<file path="src/rtl/pwm_pkg.sv">
// Shared PWM constants and the RGB duty bundle exchanged with the state-to-duty decoder.
// No logic here; only types, sizes and an elaboration-time width helper.
package pwm_pkg;

   localparam int DUTY_W      = 8;
   localparam int PWM_PERIOD  = 255;
   localparam int PWM_CNT_MAX = PWM_PERIOD - 1;

   typedef logic [DUTY_W-1:0] duty_t;

   typedef struct packed {
      duty_t r;
      duty_t g;
      duty_t b;
   } rgb_duty_t;

   // A DIV of 1 still needs a one-bit prescaler register to keep the port widths legal.
   function automatic int presc_width(input int div);
      return (div > 1) ? $clog2(div) : 1;
   endfunction

endpackage

</file>
<file path="src/rtl/pwm_channel.sv">
// One PWM lane: shadow duty latched at period start, compare against the shared counter, registered output.
// Output follows the counter and duty inputs by one clock; forced low while disabled.
module pwm_channel
   import pwm_pkg::*;
(
   input  logic              clk,
   input  logic              rst,
   input  logic              en,
   input  logic              ld,
   input  logic [DUTY_W-1:0] cnt,
   input  logic [DUTY_W-1:0] duty_in,
   output logic              pwm
);

   duty_t sh_q, sh_d;
   duty_t d_eff;
   logic  raw;
   logic  pwm_q, pwm_d;

   // On the load cycle the incoming duty is used directly so tick 0 already reflects it.
   always_comb begin
      d_eff = ld ? duty_in : sh_q;
      sh_d  = d_eff;
      raw   = (cnt < d_eff);
      pwm_d = en & raw;
   end

   always_ff @(posedge clk) begin
      if (rst) begin
         sh_q  <= '0;
         pwm_q <= 1'b0;
      end else begin
         sh_q  <= sh_d;
         pwm_q <= pwm_d;
      end
   end

   assign pwm = pwm_q;

endmodule

</file>
<file path="src/rtl/rgb_pwm_generator.sv">
// Three-channel PWM with a shared prescaler and 255-tick period counter; duties are taken once per period.
// Outputs and period_done are registered, one clock behind the counter state; en low freezes counting.
module rgb_pwm_generator
   import pwm_pkg::*;
#(
   parameter int DIV = 1
)(
   input  logic              clk,
   input  logic              rst,
   input  logic              en,
   input  logic [DUTY_W-1:0] R_time_in,
   input  logic [DUTY_W-1:0] G_time_in,
   input  logic [DUTY_W-1:0] B_time_in,
   output logic              R_pwm,
   output logic              G_pwm,
   output logic              B_pwm,
   output logic              period_done
);

   localparam int                 PRESC_W    = presc_width(DIV);
   localparam logic [PRESC_W-1:0] PRESC_LAST = PRESC_W'(DIV - 1);
   localparam duty_t              CNT_LAST   = duty_t'(PWM_CNT_MAX);

   logic [PRESC_W-1:0] presc_q, presc_d;
   duty_t              cnt_q, cnt_d;
   logic               done_q, done_d;
   logic               tick;
   logic               ld;
   rgb_duty_t          duty_in;

   assign duty_in = '{r: R_time_in, g: G_time_in, b: B_time_in};

   assign tick = en && (presc_q == PRESC_LAST);
   assign ld   = en && (cnt_q == '0) && (presc_q == '0);

   always_comb begin
      presc_d = presc_q;
      cnt_d   = cnt_q;
      if (tick) begin
         presc_d = '0;
         cnt_d   = (cnt_q == CNT_LAST) ? '0 : cnt_q + 1'b1;
      end else if (en) begin
         presc_d = presc_q + 1'b1;
      end
      done_d = tick && (cnt_q == CNT_LAST);
   end

   always_ff @(posedge clk) begin
      if (rst) begin
         presc_q <= '0;
         cnt_q   <= '0;
         done_q  <= 1'b0;
      end else begin
         presc_q <= presc_d;
         cnt_q   <= cnt_d;
         done_q  <= done_d;
      end
   end

   assign period_done = done_q;

   pwm_channel u_ch_r (
      .clk     (clk),
      .rst     (rst),
      .en      (en),
      .ld      (ld),
      .cnt     (cnt_q),
      .duty_in (duty_in.r),
      .pwm     (R_pwm)
   );

   pwm_channel u_ch_g (
      .clk     (clk),
      .rst     (rst),
      .en      (en),
      .ld      (ld),
      .cnt     (cnt_q),
      .duty_in (duty_in.g),
      .pwm     (G_pwm)
   );

   pwm_channel u_ch_b (
      .clk     (clk),
      .rst     (rst),
      .en      (en),
      .ld      (ld),
      .cnt     (cnt_q),
      .duty_in (duty_in.b),
      .pwm     (B_pwm)
   );

endmodule
</file>
<file path="config.mk">
export PLATFORM = sky130hd
export DESIGN_NAME = rgb_pwm_generator
export DESIGN_NICKNAME = d
export VERILOG_FILES = /design/src/rtl/pwm_pkg.sv /design/src/rtl/pwm_channel.sv /design/src/rtl/rgb_pwm_generator.sv
export SDC_FILE = /design/constraint.sdc
export NUM_CORES = 1
export LEC_CHECK = 0
export BUFFER_PORTS_ARGS = -buffer_cell sky130_fd_sc_hd__buf_2
export CAP_MARGIN = 20
export CORE_MARGIN = 1.5
export CORE_UTILIZATION = 35
export CTS_BUF_LIST = sky130_fd_sc_hd__clkbuf_16
export DETAILED_ROUTE_END_ITERATION = 6
export PLACE_DENSITY = 0.56
export SYNTH_ARGS = -nofsm -noshare
export SYNTH_HDL_FRONTEND = slang
export SYNTH_SLANG_ARGS = --single-unit
</file>
<file path="constraint.sdc">
create_clock -name clk -period 6.5 [get_ports clk]
set_input_delay 1.3 -clock clk [delete_from_list [all_inputs] [get_ports clk]]
set_output_delay 1.3 -clock clk [all_outputs]
set_load 0.005 [all_outputs]
</file>
==> results of run 1 <==
## cell type report
cell class                      count  area (um2)  share of cell area
Timing Repair Buffer               30       150.1             0.06403
Multi-Input combinational cell    158        1190              0.5075
Clock inverter                      3       37.54             0.01601
Sequential cell                    37       740.7              0.3159
Clock buffer                        5       125.1             0.05336
Inverter                            3       11.26            0.004803
Tap cell                           72       90.09             0.03842
## sequential cells by signal, summed over array words and instances, names as in the netlist, 8 cells and up
signal,cells
u_ch_g.sh_q,8
u_ch_b.sh_q,8
cnt_q,8
u_ch_r.sh_q,8
## kinds of logic after synthesis
kind of cell / share of synthesized area
fa+ha+maj: 0.1513
xor+xnor: 0.02649
simple gates: 0.2074
compound gates: 0.08575
flops: 0.3733
buf+inv: 0.02711
mux: 0.1286
## worst paths after layout
kind	from	endpoint	slack, ns	cells after the start
worst max-delay path	en	u_ch_r.pwm	2.57	9
worst max register to register	presc_q	u_ch_r.pwm	3.45	8
worst min-delay path	presc_q	presc_q	0.49	1
worst min register to register	presc_q	presc_q	0.49	1
## layer usage
layer  GRT usage  vias to the layer above
met1      0.1839                      697
met3     0.04186                        5
met5           0                        -
met2      0.2435                       34
met4     0.05357                        0
li1            -                      788
## layout by cell type, fill, tap and decap left out, drive strengths merged, types with 3 or more instances in the layout
cell     n
dfxtp   37
nor2    34
buf     30
ha      24
mux2i   24
a21oi    9
o21ai    7
nand4    6
nand2    6
nor3     6
a21o     5
clkbuf   5
nand3    5
nor2b    4
inv      4
nand2b   4
xor2     3
xnor2    3
and4     3
o211ai   3
## power by group through the flow
stage | Sequential, mW | Clock (mW) | Combinational (mW)
5_1_grt | 0.252 | 0.283 | 0.110
2_1_floorplan | 0.252 | 0 | 0.0753
3_5_place_dp | 0.255 | 0 | 0.0987
3_3_place_gp | 0.255 | 0 | 0.0975
4_1_cts | 0.250 | 0.273 | 0.0992
6_report | 0.250 | 0.267 | 0.0970
## worst register-to-register path, stage by stage (launching register included)
cell and delay, ns:
dfxtp_1 0.31, nor2b_1 0.67, nand3_4 0.61, mux2i_1 0.38, ha_1 0.29, a21oi_1 0.13
o211ai_1 0.12, or3_1 0.35, o21ai_0 0.13
==> flow_results.org, run 1 <==
** Clock tree
- Clock tree synthesis found a total of 37 sinks.
- Buffers inserted during post-CTS setup optimization :: 0
- Maximum root-to-sink buffer count :: 2
- TritonCTS built the clock tree.
- In this run, post-CTS repair resized a total of 0 instances.
- Clock tree root buffer cell :: clkbuf_16
- Depth of the CTS H-tree :: 2
- Clock latency on the worst-skew pair :: 0.28 ns
- Buffers inserted to repair hold after CTS numbered 0.
- Clock-pin slew reported for the worst setup and hold paths after clock tree synthesis :: 0.06 ns
- In this run, CTS created clock tree buffers numbering 5.

** Cells and area
- Share of layout cells above drive strength 1 :: 0.1949
- Cell area after layout :: 2345 um2
- Number of fill cells :: 552
- Area added between synthesis and finish :: 18.16%
- Number of nets in the layout :: 286
- Final standard cell utilization of the core :: 0.4284
- Non-filler cells in the finished layout :: 308
- 0 antenna diodes ended up in the layout.

** Pwr
- The share of total power dissipated in the clock network is 0.434.
- The share of total power dissipated in sequential elements is 0.407.
- Worst ir drop on vdd :: 0.1358 mV
- The share of total power dissipated in combinational logic is 0.158.
- The analysis attributes to cell leakage a power of 1.114 nW.
- Pwr Total :: 0.6136 mW
- In this run the power spent charging and discharging nets is 0.1473 mW.
- In this run the power density over the cells is 261.7 nW/um2.
- Sw frac :: 0.2401
- Cell internal pwr :: 0.4663 mW

** Floorplan
- I/O pin cnt :: 31
- For this configuration, the core starts out at a cell density of 0.3626.
- Horizontal die dimension :: 78.30 um
- The die covers 6130 um2.
- Measured along the y axis, the die boundary spans 78.30 um.
- Row count :: 27
- Core box area :: 5473 um2

** Yosys
- Most used standard cells in the synthesized netlist :: dfxtp_1, nor2_1, ha_1
- Number of synthesis warnings :: 0
- Counting flops and latches in the post-synthesis netlist gives 37.
- Share of synthesized registers carrying an async set or reset :: 0
- Synthesized area per cell :: 9.680 um2
- Post-synth EDFFs :: 0
- Yosys mapped the design onto 33 distinct sky130hd cell types.
- Most area-hungry cell type in the Yosys netlist :: dfxtp_1
- In the synthesized netlist the dominant register cell turns out to be dfxtp_1.
- Of the post-synthesis cell area, the dominant cell type holds 0.3733.
- Synthesized cell area :: 1984 um2
- Synthesis produced a netlist with a net count of 256.
- In the synthesized netlist, the number of instances is 205.
- The most common cell in the synthesized netlist is dfxtp_1.
- Sequential share of the synthesized area :: 0.3733
- Ranked by total cell area, the synthesized netlist is headed by dfxtp_1, ha_1, mux2i_1.

** Critical path
- Worst path bufs/invs :: 1
- STA puts the critical path data required time at 6.71 ns.
- Slowest Stage Delay on Critical Path :: 0.70 ns
- In this design, the largest share of critical-path delay is due to simple AND/OR/NAND/NOR gates.
- On the critical path, the stage with the largest delay is an instance of nor2b_1.
- Of all nets on the critical path, the largest fanout is 24.
- Ordered cell list for the critical path :: buf_2 > nor2b_1 > nand3_4 > mux2i_1 > ha_1 > a21oi_1 > o211ai_1 > or3_1 > o21ai_0
- CP Launch Type :: input port
- Crit. End Element :: flop
- The critical path is of the in -> reg type.
- Arrival time at the worst endpoint :: 4.14 ns

** STA
- Number of endpoints failing setup at the final stage :: 0
- Final-layout worst hold slack :: 0.4863 ns
- Fin crit period :: 3.926 ns
- Highest achievable clock rate :: 254.7 MHz
- Clock skew :: 0.008770 ns
- Setup Total Neg Slack :: 0 ns
- Setup repair after global routing left no endpoint under its margin.
- Count of endpoints failing hold in the final timing report :: 0
- Max Slew Vio Count :: 0
- In the finished design, the share of the clock period the worst path needs comes to 0.6040.
- In this run the tightest slew margin relative to its limit is 0.3862.
- For the pin with the worst max-slew slack, the measured transition is 0.9129 ns.
- Across all setup checks in the final design, the least slack found is 2.574 ns.

** Drt
- Initial detailed-routing violation count :: 81
- The final route contains 1524 vias.
- Amount of wire on met3 after detailed routing :: 169 um
- Highest layer used for signal routing :: met4
- The detail route stage leaves a number of antenna-violating nets equal to 0.
- In the routed layout, each cell is associated on average with a via count of 4.948.
- Dividing the detail-routed wire length by the instance count gives 13.55 um.
- Total length of routed wires :: 4173 um
- Final routed DRC violation total :: 0
- Routed wl met2 :: 1940 um
- Pre-antenna DRT Iters :: 4
- In the final routing, the length of wire on met1 measures 1997 um.

** GRT
- The first global-routing pass estimated 6934 um of wire.
- The initial antenna violation count came to 0.
- Total track usage :: 0.1479
- Entering global routing, the biggest net connects 30 pins.
- The number of global-route vias before repair came to 1488.
- Global routing finished with a remaining overflow of 0.

** Placement
- Number of I/O port buffers :: 30
- Worst-case setup slack after placement :: 2.230 ns
- Half-perimeter wire length after placement :: 2968 um
- Global placement routability congestion :: 0.7895
- Cell area reported after detailed placement :: 2182 um2
- Including well taps, the total number of placed cells is 300.

** Run status
- The flow ran to the end, and the final reports show no timing, DRC or antenna violations.

** Run
- Max-cap viol count :: 0

** Worst hold path
- The tightest min-delay check is of the reg -> reg type.
Power figures use the tool's default switching activity.
==> run 2: changes to the inputs <==
--- a/config.mk
+++ b/config.mk
@@ -11,7 +11,7 @@
 export CORE_UTILIZATION = 35
 export CTS_BUF_LIST = sky130_fd_sc_hd__clkbuf_16
 export DETAILED_ROUTE_END_ITERATION = 6
-export PLACE_DENSITY = 0.56
+export PLACE_DENSITY = 0.58
 export SYNTH_ARGS = -nofsm -noshare
 export SYNTH_HDL_FRONTEND = slang
 export SYNTH_SLANG_ARGS = --single-unit
==> constraint.sdc (replaced) <==
create_clock -name clk -period 3.24 [get_ports clk]
set_input_delay 0.648 -clock clk [delete_from_list [all_inputs] [get_ports clk]]
set_output_delay 0.648 -clock clk [all_outputs]
set_load 0.005 [all_outputs]
==> flow_results.org, run 2 (synthesized netlist as in run 1, its figures left out) <==
** GRT
- The remaining global-route overflow is 0 (unchanged).
- Largest net degree at the start of global routing :: 18 (-40%)
- The initial antenna violation count is 0 (unchanged).
- The overall track demand over capacity in global routing was 0.1526 (+0.004653).
- The global-route wire length before repair was 7107 um (+2.5%).
- Number of global-route vias before repair :: 1456 (-2.2%)

** Clock tree
- Depth of the CTS H-tree :: 2 (unchanged)
- The clock latency at the later pin of the worst-skew pair is 0.28 ns (about the same).
- The maximum buffer depth of the clock tree was 2 (unchanged).
- The number of buffers inserted to repair setup after CTS is 0 (unchanged).
- The number of CTS-inserted buffers was 5 (unchanged).
- CTS tree :: done
- The tree is rooted in a clkbuf_16.
- The total number of clock tree sinks is 37 (unchanged).
- Clock-pin slew reported for the worst setup and hold paths after clock tree synthesis :: 0.06 ns (about the same)
- The number of gates resized after cts was 0 (unchanged).
- Hold buffer count at CTS :: 0 (unchanged)

** Critical path
- The worst register-to-register path ends at u_ch_r.pwm.
- The critical path in this run is classified as reg -> reg.
- Highest fanout seen on the critical path :: 9 (-63%)
- Ordered cell list for the critical path :: inv_1 > ha_1 > nor4b_4 > nand3_4 > buf_4 > mux2i_1 > ha_1 > a21oi_1 > o211ai_1 > or3_1 > o21ai_0
- The worst reg2reg path depth is 11 (+3).
- Setup slack on the worst flop-to-flop path :: 0.54 ns (-2.91 ns)
- The largest incremental delay on the critical path came to 0.39 ns (-0.31 ns).
- The worst setup path is captured at a flop.
- Arrival time at the worst endpoint :: 2.91 ns (-1.23 ns)
- Cell with the most instances on the worst path :: ha_1
- The count of buffer and inverter cells on the critical path was 2 (+1).
- The worst setup path is launched from a flop.
- Startpoint of the worst-slack reg-to-reg timing path :: cnt_q[1]
- Among all stages on the critical path, the largest delay is contributed by dfxtp_1.
- Critical path required time :: 3.45 ns (-3.26 ns)
- Top delay family on crit path :: simple AND/OR/NAND/NOR gates
- Tracing the worst setup path back leads to its startpoint at cnt_q[1].

** Drt
- Pre-antenna DRT Iters :: 4 (unchanged)
- Final routed DRC violation total :: 0 (unchanged)
- Count of nets left with antenna violations after detail routing :: 0 (unchanged)
- Initial detailed-routing violation count :: 36 (-56%)
- Total via count after detailed routing :: 1549 (+1.6%)
- Number of vias per cell after detailed routing :: 4.886 (-1.2%)
- The total wirelength of the detailed-routed design was 4278 um (+2.5%).
- Average routed wire per standard cell :: 13.50 um (-0.39%)

** Pwr
- Part of the total power dissipated in sequential elements :: 0.423 (+0.016)
- The worst vdd rail ir drop came to 0.1938 mV (+43%).
- The relative contribution of combinational cells to total power came to 0.175 (+0.017).
- Clock share of power :: 0.402 (-0.032)
- The switching portion of total power is 0.2642 (+0.02408).
- The power per standard cell area was 491.8 nW/um2 (+88%).
- The internal power contribution was 0.8657 mW (+86%).
- The switching power of the nets was 0.3108 mW (+110%).
- Leak pwr :: 1.147 nW (+2.9%)

** STA
- Actual transition at the worst max-transition pin :: 0.9954 ns (+0.08248 ns)
- The final count of negative-setup-slack endpoints was 0 (unchanged).
- After layout, the minimum clock period comes to 2.703 ns.
- The worst slew margin relative to its limit is 0.3307 (-0.05546).
- The count of endpoints failing hold in the final timing report was 0 (unchanged).
- Setup repair after global routing left no endpoint under its margin.
- The total negative slack was 0 ns (unchanged).
- Of the available clock period, the critical path in the final layout requires 0.8344.
- Clock skew :: 0.005753 ns (-0.003018 ns)
- For this run, the top clock speed supported by timing is 369.9 MHz.
- Worst-case setup margin in the final layout :: 0.5366 ns (-2.037 ns)
- The number of max-slew violations in the final report came to 0 (unchanged).

** Cells and area
- The antenna diode instance count is 0 (unchanged).
- Cell area after layout :: 2392 um2 (+2.0%)
- Area added between synthesis and finish :: 20.55%
- Leaving out fill and tap cells, the most frequent cell in the layout is dfxtp_1.
- Number of nets in the layout :: 295 (+3.1%)
- The fraction of layout instances using a drive strength above 1 was 0.2327 (+0.03774).
- Number of fill cells :: 572 (+3.6%)
- In the layout the commonest cells are dfxtp_1, nor2_1, buf_2.

** Placement
- The sum of net half-perimeters after detailed placement was 3207 um (+8.1%).
- The global placer's final weighted congestion is 0.7941 (+0.58%).
- The area of placed instances was 2250 um2 (+3.1%).
- Worst-case setup slack after placement :: 0.4945 ns (-1.735 ns)
- Number of I/O port buffers :: 30 (unchanged)

** Worst hold path
- For hold timing, the worst endpoint is presc_q.
- Number of instances on the worst hold path :: 1 (unchanged)
- Path type of the worst min-delay path :: reg -> reg
- HP Start :: presc_q

** Run status
- The flow ran to the end, and the final reports show no timing, DRC or antenna violations.

** Floorplan
- The initial core utilization is 0.3626 (unchanged).
- Floorplan die area :: 6130 um2 (unchanged)
- Core box area :: 5473 um2 (unchanged)
- The height of the die was 78.30 um (unchanged).
- The number of rows created at floorplan was 27 (unchanged).
- Horizontal die dimension :: 78.30 um (unchanged)
- I/O pin cnt :: 31 (unchanged)

** Run
- Max-cap viol count :: 0 (unchanged)
run 2: changes by cell type in the layout (fill, tap and decap cells not counted):
| cell | delta |
|---|---|
| inv_1 | -1 |
| buf_4 | +9 |
| clkinv_2 | +2 |
| clkinv_1 | -1 |
| clkinvlp_4 | +1 |
| bufinv_16 | -1 |
run 2: area by class of cell:
class / count / area, um2 / area share
clock inverter: 3 / 17.52 / 0.007322
inverter: 3 / 11.26 / 0.004707
timing repair buffer: 39 / 217.7 / 0.09100
sequential: 37 / 740.7 / 0.3096
clock buffer: 5 / 125.1 / 0.05230
multi-input combinational: 158 / 1190 / 0.4974
tap: 72 / 90.09 / 0.03766
run 2: worst max path at each step:
stage	endpoint	cells after the start	slack, ns
2_1_floorplan	u_ch_r.pwm	12	0.67
3_3_place_gp	u_ch_r.pwm	9	0.55
3_5_place_dp	u_ch_r.pwm	10	0.49
4_1_cts	u_ch_r.pwm	10	0.52
5_1_grt	u_ch_b.pwm	10	0.29
6_report	u_ch_r.pwm	11	0.54
run 2: metrics by stage:
step	hold WS [ns]	util	instances	power, mW
floorplan	0.4624	-	205	0.6570
global placement	0.4785	0.4111	309	0.7149
detailed placement	0.4836	0.4111	309	0.7169
CTS	0.4922	0.4371	317	1.192
global route	0.5117	0.4371	317	1.245
finish	0.4906	0.4371	317	1.176
run 2: worst register-to-register path: stages (launching register included):
cell      delay (ns)
dfxtp_1         0.39
inv_1           0.11
ha_1            0.14
nor4b_4         0.39
nand3_4         0.25
buf_4           0.27
mux2i_1         0.17
ha_1            0.20
a21oi_1         0.14
o211ai_1        0.12
or3_1           0.35
o21ai_0         0.13
run 2: power groups by stage:
stage	registers [mW]	logic (mW)	clock network, mW
after floorplan	0.506	0.151	0
after global placement	0.507	0.207	0
after detailed placement	0.507	0.209	0
after CTS	0.498	0.210	0.484
after global routing	0.500	0.236	0.509
final	0.498	0.206	0.473
run 2: per-layer routing:
layer	up-vias	global-route usage	share of wire
met2	41	0.2339	0.42
met4	0	0.06250	0.019
met5	-	0	0
met3	9	0.04884	0.057
li1	805	-	-
met1	694	0.1974	0.50
==> run 3: changes to the inputs <==
--- a/config.mk
+++ b/config.mk
@@ -5,13 +5,14 @@
 export SDC_FILE = /design/constraint.sdc
 export NUM_CORES = 1
 export LEC_CHECK = 0
+export ABC_AREA = 1
 export BUFFER_PORTS_ARGS = -buffer_cell sky130_fd_sc_hd__buf_2
 export CAP_MARGIN = 20
 export CORE_MARGIN = 1.5
 export CORE_UTILIZATION = 35
 export CTS_BUF_LIST = sky130_fd_sc_hd__clkbuf_16
 export DETAILED_ROUTE_END_ITERATION = 6
-export PLACE_DENSITY = 0.58
+export PLACE_DENSITY = 0.56
 export SYNTH_ARGS = -nofsm -noshare
 export SYNTH_HDL_FRONTEND = slang
 export SYNTH_SLANG_ARGS = --single-unit
==> constraint.sdc (replaced) <==
create_clock -name clk -period 2.65 [get_ports clk]
set_input_delay 0.53 -clock clk [delete_from_list [all_inputs] [get_ports clk]]
set_output_delay 0.53 -clock clk [all_outputs]
set_load 0.005 [all_outputs]
==> flow_results.org, run 3 <==
** Run status
- Result of the run :: complete, no violations

** GRT
- Total track usage :: 0.1415 (-0.01108)
- GRT Residual Overflow :: 0 (unchanged)
- The pin count of the biggest net entering global routing came to 28 (+10).
- GR met2 Demand/Resource :: 0.2171 (-0.01682)
- The global-route met3 utilization was 0.03793 (-0.01091).
- The routing usage on met1 came to 0.1876 (-0.009801).
- The initial antenna violation count came to 0 (unchanged).
- Most heavily used metal layer in global routing :: met2
- Number of global-route vias before repair :: 1389 (-4.6%)
- The global-route wire length before repair is 6672 um (-6.1%).

** Drt
- Total via count after detailed routing :: 1560 (+0.71%)
- The per-cell routed wire length is 11.77 um (-13%).
- Number of vias per cell after detailed routing :: 4.615 (-5.5%)
- The total wirelength of the detailed-routed design is 3978 um (-7.0%).
- The number of nets with antenna violations after routing came to 0 (unchanged).
- Pre-antenna DRT Iters :: 5 (+1)
- The number of design rule violations left after detail routing was 0 (unchanged).
- The number of DRC markers in iteration 0 came to 87 (+140%).

** Placement
- The global placer's final weighted congestion was 0.7492 (-5.7%).
- Number of I/O port buffers :: 30 (unchanged)
- The total placed cells including tap cells was 330 (+6.8%).
- The area of placed instances was 2257 um2 (+0.33%).
- Worst-case setup slack after placement :: 0.3446 ns (-0.1500 ns)
- The sum of net half-perimeters after detailed placement was 3095 um (-3.5%).

** Cells and area
- Cell area after layout :: 2396 um2 (+0.16%)
- Relative to the synthesized area, the layout overhead comes to 18.58%.
- The total of fill cells in the finished design was 577 (+0.87%).
- The number of standard cells in the final layout excluding fillers is 338 (+6.6%).
- The top cell types in the final layout, fill and taps aside, are nand2_1, dfxtp_1, nor2_1.
- Share of layout cells above drive strength 1 :: 0.2632 (+0.03050)
- The library cell used most frequently in the layout, excluding fill and tap cells, is nand2_1.
- Number of nets in the layout :: 316 (+7.1%)
- Antenna cell count :: 0 (unchanged)

** Critical path
- Critical path required time :: 2.86 ns (-0.59 ns)
- The count of buffer and inverter cells on the critical path was 3 (+1).
- Ordered cell list for the critical path :: inv_2 > ha_1 > nand2_1 > nor2_2 > nand3_4 > buf_4 > mux2i_2 > ha_1 > nand2_1 > inv_1 > nand3_1 > nand3_1 > a21oi_1
- Slowest Stage Delay on Critical Path :: 0.38 ns (about the same)
- STA classifies the critical path endpoint as a flop.
- CP Launch Type :: flop
- Setup slack on the worst flop-to-flop path :: 0.34 ns (-0.19 ns)
- The arrival time at the worst endpoint was 2.52 ns (-0.39 ns).
- Highest fanout seen on the critical path :: 8 (-1)
- On the critical path, the stage with the largest delay is an instance of dfxtp_1.
- Setup Crit Path Kind :: reg -> reg
- Among cell families on the critical path, the largest total delay comes from simple AND/OR/NAND/NOR gates.

** Clock tree
- The number of buffers inserted to repair setup after CTS came to 0 (unchanged).
- The number of CTS-inserted buffers came to 5 (unchanged).
- The number of hold-repair buffers added at the cts stage came to 0 (unchanged).
- Clock-pin slew reported for the worst setup and hold paths after clock tree synthesis :: 0.06 ns (about the same)
- CTS tree :: done
- The clock latency at the later pin of the worst-skew pair came to 0.28 ns (about the same).
- Maximum root-to-sink buffer count :: 2 (unchanged)
- The H-tree depth was 2 (unchanged).
- Clock tree root buffer cell :: clkbuf_16
- Count of instances resized after the clock tree is built :: 0 (unchanged)
- Count of clock tree sinks :: 37 (unchanged)

** Yosys
- The gate count of the mapped netlist is 229 (+12%).
- The area share of the leading cell type in the synthesized netlist was 0.3666 (-0.006703).
- The number of distinct library cell variants in the gate-level netlist after synthesis came to 25 (-24%).
- The synthesized netlist net count came to 280 (+9.4%).
- Most area-hungry cell type in the Yosys netlist :: dfxtp_1
- Sorting the synthesized cells by how often they occur yields nand2_1, dfxtp_1, nor2_1.
- Post-synth top flop :: dfxtp_1
- The sequential element share of the synthesized area came to 0.3666 (-0.006703).
- Synthesized area per cell :: 8.824 um2 (-8.8%)
- Post-synth EDFFs :: 0 (unchanged)
- The count of warnings emitted by yosys came to 0 (unchanged).
- Yosys instantiated no cell more often than nand2_1.
- The synthesis-stage register bit count was 37 (unchanged).
- Synth area leaders :: dfxtp_1, ha_1, mux2i_2
- Share of synthesized registers carrying an async set or reset :: 0 (unchanged)
- The post-synthesis instance area was 2021 um2 (+1.8%).

** STA
- The final count of negative-setup-slack endpoints came to 0 (unchanged).
- Relative slew slack :: 0.6643 (+0.3336)
- The worst clock skew came to 0.006517 ns (+0.0007647 ns).
- The count of endpoints failing hold in the final timing report was 0 (unchanged).
- The final critical-path share of the clock period came to 0.8703 (+0.03592).
- Worst-case setup margin in the final layout :: 0.3437 ns (-0.1929 ns)
- Highest achievable clock rate :: 433.6 MHz (+17%)
- The final critical path time including I/O delays and setup came to 2.306 ns (-0.3971 ns).
- Max Slew Vio Count :: 0 (unchanged)
- Setup repair after global routing left no endpoint under its margin.
- Setup Total Neg Slack :: 0 ns (unchanged)
- The slew at the pin closest to its max-slew limit came to 0.5036 ns (-0.4918 ns).

** Floorplan
- The number of placed I/O pins was 31 (unchanged).
- The area enclosed by the die boundary came to 6238 um2 (+1.8%).
- Row count :: 27 (unchanged)
- Core box area :: 5540 um2 (+1.2%)
- The die boundary width was 78.98 um (+0.87%).
- Starting density of the core :: 0.3647 (+0.002127)
- The height of the die is 78.98 um (+0.87%).

** Pwr
- The power per standard cell area came to 608.8 nW/um2 (+24%).
- Leak pwr :: 1.152 nW (+0.42%)
- Pwr Total :: 1.459 mW (+24%)
- The worst vdd rail ir drop was 0.2569 mV (+33%).

** Worst hold path
- Path type of the worst min-delay path :: in -> reg

** Run
- Max-cap viol count :: 0 (unchanged)
==> run 3: cell types whose count changed after synthesis, moves of 4 or more <==
cell	before	now
a21o_1	5	0
inv_1	3	22
inv_2	0	4
mux2i_1	20	1
mux2i_2	4	20
nand2_1	6	38
nand2b_1	4	0
nand3_1	4	10
nor2b_1	4	0
o21ai_0	7	2
==> run 3: kinds of logic (layout without fill, tap and decap cells) <==
logic type | count (synthesis) | count (layout) | share of synthesized area
muxes | 21 | 21 | 0.1412
and+or+nand+nor | 97 | 97 | 0.2229
AOI/OAI and AO/OA | 17 | 17 | 0.04706
buffers and inverters | 31 | 68 | 0.06501
DFF | 37 | 37 | 0.3666
xor gates and xnor gates | 2 | 2 | 0.008670
adders and majority gates | 24 | 24 | 0.1486
==> run 3: through the flow <==
stage	hold WS (ns)	util
CTS	0.4813	0.4325
detailed placement	0.4846	0.4074
global route	0.4905	0.4325
finish	0.4822	0.4325
floorplan	0.4641	-
global placement	0.4805	0.4074
==> run 3: final timing paths <==
kind,cells past startpoint,to,from
worst min register to register,2,presc_q,presc_q
worst max register to register,13,u_ch_g.pwm,cnt_q[1]
worst min-delay path,2,presc_q,en
worst max-delay path,13,u_ch_g.pwm,cnt_q[1]
==> run 3: worst reg2reg max path, cell delays in order, from the launching register on <==
cell and delay (ns):
dfxtp_1 0.38, inv_2 0.12, ha_1 0.15, nand2_1 0.06, nor2_2 0.20, nand3_4 0.21, buf_4 0.26, mux2i_2 0.21
ha_1 0.26, nand2_1 0.09, inv_1 0.05, nand3_1 0.06, nand3_1 0.07, a21oi_1 0.12
==> run 3: routing by layer <==
metal | up-vias | wire (um)
met2 | 42 | 1746
met5 | - | 0
met3 | 7 | 225
met1 | 685 | 1943
li1 | 826 | -
met4 | 0 | 63
==> run 3: cell type report <==
| type | instances | area, um2 | share of cell area |
|---|---|---|---|
| repair buffers | 34 | 180.2 | 0.07520 |
| well taps | 72 | 90.09 | 0.03760 |
| clock buffers | 5 | 125.1 | 0.05222 |
| inverters | 26 | 97.59 | 0.04073 |
| flip-flops and latches | 37 | 740.7 | 0.3091 |
| clock inverters | 3 | 13.76 | 0.005744 |
| multi-input cells | 161 | 1149 | 0.4794 |
==> run 3: where the power goes <==
part / total, mW / leakage (nW) / internal, mW / switching [mW]
logic: 0.288 / 0.774 / 0.131 / 0.157
registers: 0.610 / 0.303 / 0.593 / 0.0168
clock network: 0.561 / 0.0748 / 0.341 / 0.219
total: 1.46 / 1.15 / 1.07 / 0.393
